==> config.mk <==
export PLATFORM = sky130hd
export DESIGN_NAME = reg_dump_streamer
export DESIGN_NICKNAME = d
export VERILOG_FILES = /design/src/rtl/reg_dump_streamer_pkg.sv /design/src/rtl/reg_dump_streamer_snapshot_mux.sv /design/src/rtl/reg_dump_streamer.sv
export SDC_FILE = /design/constraint.sdc
export NUM_CORES = 2
export LEC_CHECK = 0
export ABC_AREA = 0
export ABC_CLOCK_PERIOD_IN_PS = 41300
export BUFFER_PORTS_ARGS = -buffer_cell sky130_fd_sc_hd__buf_2
export CAP_MARGIN = 10
export CORE_AREA = 5 5 413 415
export DETAILED_ROUTE_END_ITERATION = 16
export DIE_AREA = 0 0 418 420
export GPL_TIMING_DRIVEN = 0
export HOLD_SLACK_MARGIN = 0.05
export SYNTH_ARGS = -nofsm -noshare
export SYNTH_HDL_FRONTEND = slang
export SYNTH_SLANG_ARGS = --single-unit
==> constraint.sdc <==
create_clock -name clk -period 41.3 [get_ports clk]
set_input_delay 6.195 -clock clk [delete_from_list [all_inputs] [get_ports clk]]
set_output_delay 6.195 -clock clk [all_outputs]
set_load 0.05 [all_outputs]
==> src/rtl/reg_dump_streamer_pkg.sv <==
// Shared CPU debug definitions: streamer state encoding and register-file
// geometry defaults used by both the register file and its debug readers.
package reg_dump_streamer_pkg;

  localparam int NREGS_DEFAULT = 32;
  localparam int DW_DEFAULT    = 32;
  localparam int IW_DEFAULT    = 5;

  typedef enum logic [1:0] {
    ST_IDLE   = 2'd0,
    ST_STREAM = 2'd1,
    ST_DONE   = 2'd2
  } dump_state_t;

endpackage

==> src/rtl/reg_dump_streamer_snapshot_mux.sv <==
// Snapshot register for the flattened register file plus indexed word select.
// Word 0 always reads as zero to mirror r0 semantics.
module reg_snapshot_mux
  import reg_dump_streamer_pkg::*;
#(
  parameter int NREGS = NREGS_DEFAULT,
  parameter int DW    = DW_DEFAULT,
  parameter int IW    = IW_DEFAULT
) (
  input  logic                clk,
  input  logic                rst,
  input  logic                i_load,
  input  logic [NREGS*DW-1:0] i_regs_flat,
  input  logic [IW-1:0]       i_idx,
  output logic [DW-1:0]       o_word
);

  logic [DW-1:0] r_snap [NREGS];

  always_ff @(posedge clk or posedge rst) begin
    if (rst) begin
      for (int unsigned i = 0; i < NREGS; i++) begin
        r_snap[i] <= '0;
      end
    end else if (i_load) begin
      for (int unsigned i = 0; i < NREGS; i++) begin
        r_snap[i] <= i_regs_flat[i*DW +: DW];
      end
    end
  end

  // Loop starts at 1 so index 0 falls through to the zero default.
  always_comb begin
    o_word = '0;
    for (int unsigned i = 1; i < NREGS; i++) begin
      if (i_idx == IW'(i)) begin
        o_word = r_snap[i];
      end
    end
  end

endmodule

==> src/rtl/reg_dump_streamer.sv <==
// Debug reader: captures a register-file snapshot on request and streams it
// out as (index, data) words under valid/ready flow control.
module reg_dump_streamer
  import reg_dump_streamer_pkg::*;
#(
  parameter int NREGS = NREGS_DEFAULT,
  parameter int DW    = DW_DEFAULT,
  parameter int IW    = IW_DEFAULT
) (
  input  logic                clk,
  input  logic                rst,
  input  logic                start,
  input  logic                abort,
  input  logic [NREGS*DW-1:0] regs_flat,
  output logic                out_valid,
  input  logic                out_ready,
  output logic [DW-1:0]       out_data,
  output logic [IW-1:0]       out_idx,
  output logic                out_last,
  output logic                busy,
  output logic                done
);

  localparam logic [IW-1:0] LAST_IDX = IW'(NREGS - 1);

  dump_state_t   r_state;
  dump_state_t   w_state_nxt;
  logic [IW-1:0] r_idx;
  logic [IW-1:0] w_idx_nxt;
  logic          w_load;
  logic [DW-1:0] w_word;

  reg_snapshot_mux #(
    .NREGS (NREGS),
    .DW    (DW),
    .IW    (IW)
  ) u_snap (
    .clk         (clk),
    .rst         (rst),
    .i_load      (w_load),
    .i_regs_flat (regs_flat),
    .i_idx       (r_idx),
    .o_word      (w_word)
  );

  always_ff @(posedge clk or posedge rst) begin
    if (rst) begin
      r_state <= ST_IDLE;
      r_idx   <= '0;
    end else begin
      r_state <= w_state_nxt;
      r_idx   <= w_idx_nxt;
    end
  end

  // Outputs decode from state/idx only; out_ready steers next state, never out_valid.
  always_comb begin
    w_state_nxt = r_state;
    w_idx_nxt   = r_idx;
    w_load      = 1'b0;
    out_valid   = 1'b0;
    out_last    = 1'b0;
    busy        = 1'b1;
    done        = 1'b0;

    unique case (r_state)
      ST_IDLE: begin
        busy = 1'b0;
        if (start) begin
          w_load      = 1'b1;
          w_idx_nxt   = '0;
          w_state_nxt = ST_STREAM;
        end
      end
      ST_STREAM: begin
        out_valid = 1'b1;
        out_last  = (r_idx == LAST_IDX);
        // abort outranks a transfer in the same cycle
        if (abort) begin
          w_state_nxt = ST_IDLE;
        end else if (out_ready) begin
          if (r_idx == LAST_IDX) begin
            w_state_nxt = ST_DONE;
          end else begin
            w_idx_nxt = r_idx + 1'b1;
          end
        end
      end
      ST_DONE: begin
        done        = 1'b1;
        w_state_nxt = ST_IDLE;
      end
      default: begin
        w_state_nxt = ST_IDLE;
      end
    endcase

    out_data = out_valid ? w_word : '0;
  end

  assign out_idx = r_idx;

endmodule

==> results.json <==
{
  "synth_area_um2": 46470,
  "insertion_delay_ns": 0.79,
  "netlist_top_cells_area": "dfrtp_1 (54%), mux2_2 (22%), nand2_1 (2.0%)",
  "syn_inst": 3790,
  "start_util_pct": 27.94,
  "crit_required_ns": 35.10,
  "dr.pass1.iters": 6,
  "switchingPower_mw": 1.030,
  "ys_seq_area_share_pct": 53.80,
  "power_leakage_nw": 25.40,
  "critPathMaxFanout": 10,
  "postRouteWirelength_mm": 291.9,
  "end_kind": "output port",
  "synth_ff_type": "dfrtp_1",
  "async_flop_share_pct": 100.0,
  "vias_per_cell": 5.605,
  "drv_cap": 1,
  "violations": "max-capacitance violations",
  "crit_buf_inv": 7,
  "layout_common_cells": "buf_2 (1,152), dfrtp_1 (999), mux2_2 (928)",
  "grt_antenna_before_repair": 149,
  "clockBufferDepth": 3,
  "start_kind": "flip-flop",
  "clock.fmax_mhz": 71.27,
  "grt_max_degree": 124,
  "pin_count": 1070,
  "final_common_cell": "buf_2",
  "core_area_um2": 166300,
  "finalHoldViolCount": 0,
  "die_w_um": 418,
  "critPathMaxStageDelay_ns": 0.94,
  "track_usage_pct": 32.15,
  "route.detailed.wl_per_inst_um": 39.74,
  "antenna_left": 0,
  "die_h_um": 420,
  "cp_top_family": "buffers and inverters",
  "grt-ovfl-total": 0,
  "crit_type": "reg2out",
  "finalSetupViolations": 0,
  "worstMarginPinSlew_ns": 1.486,
  "drc": 0,
  "crit_path_top_delay_cell": "a211oi_1",
  "fin_tns_setup_ns": 0,
  "ctsResizeCount": 0,
  "period_minus_slack_ns": 14.03,
  "htree_levels": 3,
  "grt_first_pass_wirelength_mm": 375.9,
  "gp_congestion": 0.9485,
  "path_common_cell": "buf_2",
  "clkTransAtPathRegs_ns": 0.06,
  "setup_ws_ns": 27.27,
  "seq_power_share_pct": 42.4,
  "p_clk_share_pct": 35.2,
  "nets": 6003,
  "cts_root_buf": "clkbuf_16",
  "synth-seq-cells": 999,
  "hp-class": "reg2reg",
  "drive_above_1_share_pct": 46.90,
  "vdd_drop_max_uv": 38.47,
  "hold_buffers": 0,
  "vias": 41170,
  "grt_setup_unrepaired": "no",
  "synth.avg_cell_area_um2": 12.26,
  "comb_power_share_pct": 22.5,
  "portBuffers": 1037,
  "area_growth_pct": 27.14,
  "arrival_ns": 7.84,
  "dieArea_um2": 175600,
  "tritoncts": "done",
  "synth-edff-count": 0,
  "yosysTopAreaCell": "dfrtp_1",
  "drv_slew": 0,
  "swShare_pct": 32.58,
  "period_share_pct": 33.98,
  "fp-row-count": 150,
  "hold_slack_ns": 0.5017,
  "path_cells": "ha_1 -> buf_2 -> buf_2 -> buf_2 -> buf_2 -> and3_1 -> ha_1 -> clkbuf_1 -> clkbuf_1 -> a21oi_1 -> a211oi_1 -> nand2_1 -> o21ai_0 -> buf_2",
  "skew_ns": 0.04564,
  "status": "finished with violations",
  "post-cts-setup-buffers": 0,
  "drtIter0Drc": 4638,
  "synth.distinct_cells": 83,
  "cts_made_buffers": 117,
  "ys.warnings.count": 0,
  "grt_pass1_vias": 41770,
  "dp_hpwl_mm": 237.3,
  "internal_power_mw": 2.132,
  "max_slew_margin_pct": 0.9597,
  "synth_nets": 4825,
  "place_ws_ns": 28.17,
  "synth.top_cell.area_share_pct": 53.80,
  "cts.sinks": 999,
  "p_per_area_nw_per_um2": 53.53
}
stage by stage:
| step | instance area, um^2 | util (%) | power, mW | cells |
|---|---|---|---|---|
| after CTS | 58860 | 35.39 | 3.164 | 7267 |
| after floorplan | 46470 | - | 1.685 | 3790 |
| after global placement | 54410 | 32.72 | 2.035 | 7031 |
| after global routing | 58990 | 35.47 | 3.254 | 7309 |
| after detailed placement | 54820 | 32.97 | 2.054 | 7050 |
| final | 59080 | 35.53 | 3.162 | 7345 |
layer usage:
metal  part of all wire, %  vias up  GRT usage, %
met5                  0.14        -             0
met3                   6.8      790         6.355
li1                      -    16660             -
met1                    35    21160         34.90
met2                    49     2495         55.29
met4                   9.2       60         24.74
flip-flops by register name, summed over array words and instances, names as in the netlist:
signal         flops
u_snap.r_snap    992
out_idx            5
r_state            2
logic make-up (layout without fill, tap and decap cells):
family / Yosys count / after routing / synth area share (%)
AOI/OAI and AO/OA: 857 / 857 / 13.13
xor gates and xnor gates: 2 / 2 / 0.03771
adders and majority gates: 6 / 6 / 0.1616
buffers and inverters: 380 / 1656 / 3.506
DFF: 999 / 999 / 53.80
muxes: 933 / 933 / 22.62
other: 0 / 75 / 0
and+or+nand+nor: 613 / 613 / 6.743
synth_stat cells, types with 8 or more instances:
cell       number
mux2_2        928
nand3b_1       23
buf_1          16
o21ai_0       173
a211oi_1       23
dfrtp_1       999
a211o_1        17
buf_2         110
nand2_1       248
nand4_1        10
a21o_1          9
nor2b_1        26
nor3_1         67
nand3_1        20
o2111ai_1      20
clkbuf_1      163
o22ai_1        82
nor2_1         94
a22oi_1        28
o221ai_1       55
nand2b_1       14
o21ai_1        19
a221oi_1       96
and4b_1        10
o2bb2ai_1      23
a221o_1        54
a22o_1          8
buf_4           9
and3_1         22
a21oi_1       134
o32ai_1        20
or2_2          10
o211ai_1       20
o221a_2        23
inv_1          76
a31oi_1        12
final timing paths:
| kind | from | end | slack, ns | depth (start not counted) |
|---|---|---|---|---|
| worst max-delay path | out_idx[0] | out_data[16] | 27.27 | 14 |
| worst min-delay path | u_snap.r_snap[529] | u_snap.r_snap[529] | 0.50 | 1 |
| worst max register to register | out_idx[0] | r_state[0] | 35.30 | 12 |
| worst min register to register | u_snap.r_snap[529] | u_snap.r_snap[529] | 0.50 | 1 |
| max in group asynchronous | rst | u_snap.r_snap[625] | 33.86 | 5 |
| min in group asynchronous | rst | u_snap.r_snap[328] | 5.46 | 2 |
power groups by stage:
stage | logic (mW) | clock network (mW) | registers [mW]
after global routing | 0.737 | 1.16 | 1.36
after global placement | 0.685 | 0 | 1.35
final | 0.711 | 1.11 | 1.34
after floorplan | 0.385 | 0 | 1.30
after detailed placement | 0.703 | 0 | 1.35
after CTS | 0.706 | 1.12 | 1.33
area by class of cell:
type | instances | area, um^2
well taps | 2204 | 2758
fillers | 16890 | 107200
repair buffers | 1059 | 5585
multi-input cells | 2411 | 19860
clock inverters | 47 | 653.1
flip-flops and latches | 999 | 25000
clock buffers | 170 | 3387
plain buffers | 303 | 1354
inverters | 77 | 296.5
diodes | 75 | 187.7
Power figures use the tool's default switching activity.
